`config.mk`:
```
export PLATFORM = sky130hd
export DESIGN_NAME = grid_scanner
export DESIGN_NICKNAME = d
export VERILOG_FILES = /design/src/rtl/game_of_life_pkg.sv /design/src/rtl/popcount_49.sv /design/src/rtl/grid_scanner.sv
export SDC_FILE = /design/constraint.sdc
export NUM_CORES = 1
export LEC_CHECK = 0
export BUFFER_PORTS_ARGS = -buffer_cell sky130_fd_sc_hd__buf_2
export CORE_ASPECT_RATIO = 1.25
export CORE_MARGIN = 2
export CORE_UTILIZATION = 59
export CTS_CLUSTER_DIAMETER = 40
export DETAILED_ROUTE_END_ITERATION = 12
export GPL_TIMING_DRIVEN = 1
export PLACE_DENSITY = 0.8
export SLEW_MARGIN = 0
export SYNTH_ARGS = -nofsm -noshare
export SYNTH_HDL_FRONTEND = slang
export SYNTH_SLANG_ARGS = --single-unit
```
`constraint.sdc`:
```
create_clock -name clka -period 7.1 [get_ports clka]
set_input_delay 1.42 -clock clka [delete_from_list [all_inputs] [get_ports clka]]
set_output_delay 1.42 -clock clka [all_outputs]
set_load 0.05 [all_outputs]
```
`src/rtl/game_of_life_pkg.sv`:
```
// Shared definitions for the Game of Life display path: grid geometry and
// the scanner state encoding.
package game_of_life_pkg;

  localparam int GRID_N    = 7;
  localparam int GRID_BITS = GRID_N * GRID_N;

  typedef enum logic [1:0] {
    ST_IDLE  = 2'd0,
    ST_BLANK = 2'd1,
    ST_SCAN  = 2'd2
  } scan_state_e;

endpackage

```
`src/rtl/popcount_49.sv`:
```
// Combinational population count of a full 7x7 grid (0..49).
module popcount_49
  import game_of_life_pkg::*;
(
  input  logic [GRID_BITS-1:0] data_i,
  output logic [5:0]           count_o
);

  // Sum every cell; synthesis turns this into an adder tree.
  always_comb begin
    count_o = '0;
    for (int i = 0; i < GRID_BITS; i++) begin
      count_o = count_o + 6'(data_i[i]);
    end
  end

endmodule

```
`src/rtl/grid_scanner.sv`:
```
// Row-multiplexed LED scanner for the 7x7 grid. Incoming generations are
// parked in a pending buffer and only promoted to the display buffer at a
// frame boundary, so a frame never shows two generations at once.
module grid_scanner
  import game_of_life_pkg::*;
#(
  parameter int DWELL = 1000,
  parameter int BLANK = 4
) (
  input  logic                 clka,
  input  logic                 rst_n,
  input  logic [GRID_BITS-1:0] grid,
  input  logic                 grid_valid,
  input  logic                 enable,
  output logic [GRID_N-1:0]    row_sel,
  output logic [GRID_N-1:0]    col_data,
  output logic                 frame_done,
  output logic [5:0]           alive_count
);

  localparam int CNT_MAX = (DWELL > BLANK) ? DWELL : BLANK;
  localparam int CW      = (CNT_MAX > 1) ? $clog2(CNT_MAX) : 1;
  localparam logic [2:0] LAST_ROW = 3'(GRID_N - 1);

  scan_state_e          state_q, state_d;
  logic [2:0]           row_q, row_d;
  logic [CW-1:0]        cnt_q, cnt_d;
  logic [GRID_BITS-1:0] pend_q, pend_d;
  logic                 pend_flag_q, pend_flag_d;
  logic [GRID_BITS-1:0] disp_q, disp_d;
  logic [GRID_N-1:0]    row_sel_q, row_sel_d;
  logic [GRID_N-1:0]    col_data_q, col_data_d;
  logic                 frame_done_q, frame_done_d;
  logic [5:0]           alive_q;
  logic [5:0]           pop_count;

  popcount_49 u_popcount (
    .data_i  (disp_q),
    .count_o (pop_count)
  );

  // Next-state: scan sequencing, buffer handoff and registered output drive.
  always_comb begin
    // NOTE: every signal gets a default first so no path leaves a latch.
    state_d      = state_q;
    row_d        = row_q;
    cnt_d        = cnt_q;
    pend_d       = pend_q;
    pend_flag_d  = pend_flag_q;
    disp_d       = disp_q;
    frame_done_d = 1'b0;

    // A strobe always lands in pending; the frame boundary may override.
    if (grid_valid) begin
      pend_d      = grid;
      pend_flag_d = 1'b1;
    end

    if (!enable) begin
      state_d = ST_IDLE;
      row_d   = '0;
      cnt_d   = '0;
    end else begin
      case (state_q)
        ST_IDLE: begin
          state_d = ST_BLANK;
          row_d   = '0;
          cnt_d   = '0;
          if (pend_flag_q) begin
            disp_d      = pend_q;
            pend_flag_d = grid_valid;
          end
        end
        ST_BLANK: begin
          if (cnt_q == CW'(BLANK - 1)) begin
            state_d = ST_SCAN;
            cnt_d   = '0;
          end else begin
            cnt_d = cnt_q + 1'b1;
          end
        end
        ST_SCAN: begin
          if (cnt_q == CW'(DWELL - 1)) begin
            state_d = ST_BLANK;
            cnt_d   = '0;
            if (row_q == LAST_ROW) begin
              row_d        = '0;
              frame_done_d = 1'b1;
              // Frame boundary: a same-edge strobe bypasses pending entirely.
              if (grid_valid) begin
                disp_d      = grid;
                pend_flag_d = 1'b0;
              end else if (pend_flag_q) begin
                disp_d      = pend_q;
                pend_flag_d = 1'b0;
              end
            end else begin
              row_d = row_q + 1'b1;
            end
          end else begin
            cnt_d = cnt_q + 1'b1;
          end
        end
        default: state_d = ST_IDLE;
      endcase
    end

    // Outputs follow the next state so they line up with the state register.
    row_sel_d  = '0;
    col_data_d = '0;
    if (state_d == ST_SCAN) begin
      row_sel_d  = GRID_N'(1) << row_d;
      col_data_d = disp_d[int'(row_d) * GRID_N +: GRID_N];
    end
  end

  // State and output registers; reset blanks the display immediately.
  always_ff @(posedge clka or negedge rst_n) begin
    if (!rst_n) begin
      state_q      <= ST_IDLE;
      row_q        <= '0;
      cnt_q        <= '0;
      // NOTE: the frame buffers are reset too, so a fresh start never flashes stale cells.
      pend_q       <= '0;
      pend_flag_q  <= 1'b0;
      disp_q       <= '0;
      row_sel_q    <= '0;
      col_data_q   <= '0;
      frame_done_q <= 1'b0;
      alive_q      <= '0;
    end else begin
      // NOTE: non-blocking assignments so every register samples pre-edge values.
      state_q      <= state_d;
      row_q        <= row_d;
      cnt_q        <= cnt_d;
      pend_q       <= pend_d;
      pend_flag_q  <= pend_flag_d;
      disp_q       <= disp_d;
      row_sel_q    <= row_sel_d;
      col_data_q   <= col_data_d;
      frame_done_q <= frame_done_d;
      alive_q      <= pop_count;
    end
  end

  assign row_sel     = row_sel_q;
  assign col_data    = col_data_q;
  assign frame_done  = frame_done_q;
  assign alive_count = alive_q;

endmodule

```
==> results of run 1 <==
## logic make-up after synthesis
logic type / Yosys count / synth area share (%)
adder cells (fa/ha/maj): 56 / 12.0
AO/OA/AOI/OAI: 214 / 17.8
buffers and inverters: 160 / 7.55
XOR/XNOR: 3 / 0.315
AND/OR/NAND/NOR: 202 / 11.9
multiplexers: 80 / 10.1
flip-flops: 135 / 40.4
## stage by stage
stage	setup slack [ns]	instance area [µm²]
floorplan	1.84	8350
global placement	1.70	8800
detailed placement	1.58	8800
CTS	1.52	9430
global route	1.24	9430
finish	1.53	9430
## state kept, by name, indices dropped and copies added, names as in the netlist
signal       flops
state_q          2
col_data         7
pend_flag_q      1
cnt_q           10
disp_q          49
alive_count      6
pend_q          49
row_sel          7
frame_done       1
row_q            3
## layout make-up
type	count	area, µm²
Clock inverter	12	175
Inverter	108	405
Fill cell	1086	4390
Multi-Input combinational cell	555	4370
Timing Repair Buffer	80	427
Clock buffer	20	457
Tap cell	175	219
Sequential cell	135	3380
## per-layer routing
layer / vias to the layer above / global-route usage, %
met3: 57 / 5.71
met1: 3249 / 37.2
li1: 3064 / -
met5: - / 0
met4: 0 / 14.7
met2: 277 / 48.7
## cells in the mapped netlist, types with 2 or more instances
cell type and n:
nand3_1 12, nor3_1 10, nand4b_1 2, buf_1 4, o211ai_1 3, nand2_1 56
a31oi_1 2, o22ai_1 7, mux2i_1 47, nor2b_1 8, dfrtp_1 135, and3_1 15
nand2b_1 7, xnor2_1 3, o31ai_1 11, and4b_1 2, a2bb2oi_1 2, a22oi_1 9
and2_1 5, o41ai_1 2, fa_1 40, o21ai_0 64, a221o_1 43, a21oi_1 34
nor2_1 65, inv_1 107, a21o_1 6, nand3b_1 2, buf_2 15, or2_2 3
nand4_1 2, nor4_1 3, mux2_2 33, clkbuf_1 31, o21a_1 12, a41oi_1 2
ha_1 16, o221ai_1 2, a22o_1 9
## worst register-to-register path, stage by stage, from the launching register on
cell and delay, ns:
dfrtp_1 0.39, ha_1 0.29, inv_1 0.07, fa_1 0.45
fa_1 0.44, inv_1 0.10, fa_1 0.44, fa_1 0.51
fa_1 0.52, fa_1 0.55, inv_1 0.06, fa_1 0.62
inv_1 0.06, ha_1 0.28, a21o_1 0.15, a21oi_1 0.21
nor2b_1 0.07, o21ai_0 0.15, nand2b_1 0.09
## worst max path at each step
stage          startpoint  cells past startpoint             end  slack [ns]
2_1_floorplan   disp_q[0]                     18  alive_count[5]        1.84
3_3_place_gp    disp_q[0]                     18  alive_count[5]        1.70
3_5_place_dp    disp_q[0]                     18  alive_count[5]        1.58
4_1_cts         disp_q[0]                     18  alive_count[5]        1.52
5_1_grt         disp_q[0]                     18  alive_count[5]        1.24
6_report        disp_q[0]                     18  alive_count[5]        1.53
==> metrics.cfg, run 1 <==
[hold_path]
worstHoldEndpoint = cnt_q[0]
min_path_type = reg2reg
min_delay_path_depth = 1
holdCritStartpoint = cnt_q[0]

[critical_path]
regToRegEndpoint = alive_count[5]
crit_type = reg2reg
cpLargestDelayFamily = adder cells
cp_max_fo = 3
slowest_delay_ns = 0.62
reg2reg_depth = 18
critical_path_buf_inv_count = 4
cpMostUsedCell = fa_1
reg2reg_from = disp_q[0]
required_ns = 7.42
slowest_stage = fa_1
r2r_slack_ns = 1.53
cp_cell_sequence = ha_1 -> inv_1 -> fa_1 -> fa_1 -> inv_1 -> fa_1 -> fa_1 -> fa_1 -> fa_1 -> inv_1 -> fa_1 -> inv_1 -> ha_1 -> a21o_1 -> a21oi_1 -> nor2b_1 -> o21ai_0 -> nand2b_1
end_kind = register
cp-start-kind = register
critical_path_arrival_ns = 5.88

[clock_tree]
ctsHoldBuffers = 0
cts.sinks = 135
clkTransAtPathRegs_ns = 0.06
post_cts.repair.setup_buffers = 0
clock-root-buffer = clkbuf_16
cts_tree = built
cts_resized = 0
cts_max_level = 4
cts_buffers = 17
worstSkewPairLatency_ns = 0.44
cts_buffer_depth = 2

[final_layout]
num-nets-final = 1006
fin_cells = 1085
area_delta_synth_final_pct = 12.9
drive_gt1_share_pct = 17.1
diodes = 0
final_core_util_pct = 68.3
layout_common_cells = dfrtp_1 (134), inv_1 (107), buf_2 (71)
layout_commonest_cell = dfrtp_1

[detailed_routing]
firstDrtPassIters = 5
wl_met1_mm = 8.64
wl_met3_mm = 1.24
top_layer = met4
first_iter_violations = 744
wl_per_cell_um = 19.5
vias = 6647
dr_wl_met2_mm = 10.5
via_per_inst = 6.13
ant_nets = 0
routed_wl_mm = 21.2
drc_errors = 0

[synth]
synth_edf_count = 0
syn_inst = 850
yosysWarnings = 0
syn_avg_cell_area_um2 = 9.83
ys_seq_area_share_pct = 40.4
ys_ff_latch = 135
syn_nets = 959
ys_types = 58
synth.area.top_cells = dfrtp_1 (40%), fa_1 (9.6%), mux2i_1 (5.6%)
synth_top_area_share_pct = 40.4
yosysTopAreaCell = dfrtp_1
synthFlopType = dfrtp_1
syn_area_um2 = 8350
ys_async_sr_fraction_pct = 100

[timing]
timing.fmax_mhz = 180
setup_viol = 0
final_hold_viol_count = 0
whs_ns = 0.519
skew_ns = 0.0118
fin_crit_sh_pct = 78.4
slew_headroom_pct = 27.7
drv_slew = 0
fin_tns_setup_ns = 0
worst_slew_pin_slew_ns = 1.08
final.min_clock_period_ns = 5.57
rsz0062_at_grt = false

[floorplanning]
start_util_pct = 60.5
fp.dieW_um = 110
io_pins = 74
std_cell_rows = 48
core_area_um2 = 13800
die_h_um = 137
fp.dieArea_um2 = 15100

[grt]
grt_pass1_wl_mm = 34.3
antenna_found_initial = 0
track_usage_pct = 29.4
gr-total-overflow = 0
grt_max_degree = 81
grt_pass1_vias = 6597

[run_status]
status = complete, no violations

[placed_design]
port_buffers = 73
dp.cells = 1053
routabilityCongestion = 0.882
dpl.hpwl_mm = 14.5

[run]
drv_cap = 0

Power of run 1 is left out: the tool's default activity adds up to more than one toggle a clock period on the data nets, which glitch-free logic cannot reach.
==> run 2, diff against run 1 <==
clock period = 5.4 ns   (was 7.1 ns; I/O delays follow)
==> metrics.cfg, run 2 (same netlist as run 1, synthesis figures left out) <==
[floorplanning]
fp.dieW_um = 110  ; unchanged
fp.dieArea_um2 = 15100  ; unchanged
std_cell_rows = 48  ; unchanged
core_area_um2 = 13800  ; unchanged
die_h_um = 137  ; unchanged
io_pins = 74  ; unchanged
start_util_pct = 60.5  ; unchanged

[clock_tree]
clkTransAtPathRegs_ns = 0.07  ; was 0.06 ns
cts_buffer_depth = 2  ; unchanged
cts_tree = built  ; unchanged
worstSkewPairLatency_ns = 0.44  ; about the same
cts_max_level = 4  ; unchanged
cts_buffers = 17  ; unchanged
clock-root-buffer = clkbuf_16  ; unchanged
cts.sinks = 135  ; unchanged

[run]
drv_cap = 0  ; unchanged

[timing]
setup_viol = 0  ; unchanged
rsz0062_at_grt = true  ; was false
skew_ns = 0.0122  ; was 0.0118 ns
worst_slew_pin_slew_ns = 1.10  ; was 1.08 ns
final_hold_viol_count = 0  ; unchanged
final.min_clock_period_ns = 5.30  ; was 5.57 ns
timing.fmax_mhz = 189  ; was 180 MHz
drv_slew = 0  ; unchanged
setup_ws_ns = 0.102  ; was 1.53 ns
fin_crit_sh_pct = 98.1  ; was 78.4%
slew_headroom_pct = 26.1  ; was 27.7%

[final_layout]
area_delta_synth_final_pct = 13.8  ; was 12.9%
final_core_util_pct = 68.8  ; was 68.3%
seqCellArea_um2 = 3380  ; about the same
n_fill_cell = 1099  ; was 1086
layout_common_cells = dfrtp_1 (133), inv_1 (105), buf_2 (71)  ; was dfrtp_1 (134), inv_1 (107), buf_2 (71)
stdcell_area_um2 = 9500  ; was 9430 µm²
multiInputGateArea_um2 = 4380  ; was 4370 µm²
drive_gt1_share_pct = 18.4  ; was 17.1%
layout_commonest_cell = dfrtp_1  ; unchanged
num-nets-final = 1012  ; was 1006
largestRegisters = disp_q (49), pend_q (49), cnt_q (10)  ; unchanged
fin_cells = 1091  ; was 1085
diodes = 0  ; unchanged

[grt]
grt_pass1_vias = 6767  ; was 6597
grt_max_degree = 103  ; was 81
track_usage_pct = 30.0  ; was 29.4%
gr-total-overflow = 0  ; unchanged
antenna_found_initial = 0  ; unchanged
grt_pass1_wl_mm = 35.1  ; was 34.3 mm

[critical_path]
critical_path_arrival_ns = 5.61  ; was 5.88 ns
slowest_stage = fa_1  ; unchanged
r2r_slack_ns = 0.10  ; was 1.53 ns
reg2reg_depth = 18  ; unchanged
crit_type = reg2reg  ; unchanged
cp_cell_sequence = ha_1 -> inv_1 -> fa_1 -> fa_2 -> inv_1 -> fa_1 -> fa_1 -> fa_1 -> fa_1 -> inv_1 -> fa_1 -> inv_1 -> ha_1 -> a21o_1 -> a21oi_2 -> nor2b_1 -> o21ai_1 -> nand2b_1  ; was ha_1 -> inv_1 -> fa_1 -> fa_1 -> inv_1 -> fa_1 -> fa_1 -> fa_1 -> fa_1 -> inv_1 -> fa_1 -> inv_1 -> ha_1 -> a21o_1 -> a21oi_1 -> nor2b_1 -> o21ai_0 -> nand2b_1
cp_max_fo = 2  ; was 3
end_kind = register  ; unchanged
cpMostUsedCell = fa_1  ; unchanged
required_ns = 5.72  ; was 7.42 ns
cp.depth = 18  ; unchanged
critical_path_buf_inv_count = 4  ; unchanged
cp-start-kind = register  ; unchanged
cpLargestDelayFamily = adder cells  ; unchanged
slowest_delay_ns = 0.57  ; was 0.62 ns

[detailed_routing]
via_per_inst = 6.20  ; was 6.13
routed_wl_mm = 21.9  ; was 21.2 mm
first_iter_violations = 686  ; was 744
wl_per_cell_um = 20.1  ; was 19.5 µm
firstDrtPassIters = 5  ; unchanged
ant_nets = 0  ; unchanged
vias = 6768  ; was 6647
drc_errors = 0  ; unchanged

[placed_design]
port_buffers = 73  ; unchanged
dp.cells = 1057  ; was 1053
place_ws_ns = -0.0344  ; was 1.58 ns
place_area_um2 = 8830  ; was 8800 µm²
dpl.hpwl_mm = 14.8  ; was 14.5 mm
routabilityCongestion = 0.910  ; was 0.882

[run_status]
status = complete, no violations  ; unchanged

[hold_path]
min_path_type = reg2reg  ; unchanged
min_delay_path_depth = 1  ; unchanged

[run 2: layout make-up]
| class | instances | share of cell area [%] |
|---|---|---|
| Clock buffer | 20 | 4.70 |
| Clock inverter | 12 | 2.08 |
| Inverter | 108 | 4.27 |
| Multi-Input combinational cell | 555 | 46.1 |
| Sequential cell | 135 | 35.6 |
| Tap cell | 175 | 2.30 |
| Timing Repair Buffer | 86 | 4.96 |
[run 2: per-layer routing]
layer	GRT usage (%)	share of wire, %
met5	0	0
met3	6.20	6.8
met2	51.1	50
met1	37.4	39
met4	13.1	4.0
[run 2: worst register-to-register path, cell delays in order (launching register included)]
cell and delay (ns):
dfrtp_1 0.40, ha_1 0.28, inv_1 0.04, fa_1 0.46
fa_2 0.35, inv_1 0.08, fa_1 0.47, fa_1 0.57
fa_1 0.46, fa_1 0.55, inv_1 0.05, fa_1 0.52
inv_1 0.06, ha_1 0.29, a21o_1 0.16, a21oi_2 0.15
nor2b_1 0.07, o21ai_1 0.14, nand2b_1 0.08
[run 2: worst paths after layout]
kind / from / endpoint
max in group asynchronous: rst_n / alive_count[5]
min in group asynchronous: rst_n / cnt_q[1]
max: disp_q[1] / alive_count[5]
max reg2reg: disp_q[1] / alive_count[5]
min reg2reg: cnt_q[0] / cnt_q[0]
min: cnt_q[0] / cnt_q[0]
[run 2: timing repair]
action	in CTS	in global routing
buffers inserted	1	1
gates resized for setup	2	7
pin swaps	5	7
hold buffers	0	0
endpoints found under the setup margin	3	3
[run 2: metrics by stage]
step / setup TNS [ns] / hold slack (ns)
6_report: 0 / 0.532
3_3_place_gp: 0 / 0.499
2_1_floorplan: 0 / 0.468
4_1_cts: 0 / 0.539
3_5_place_dp: -0.0344 / 0.522
5_1_grt: -0.0622 / 0.555
Power of run 2 is left out for the same reason.
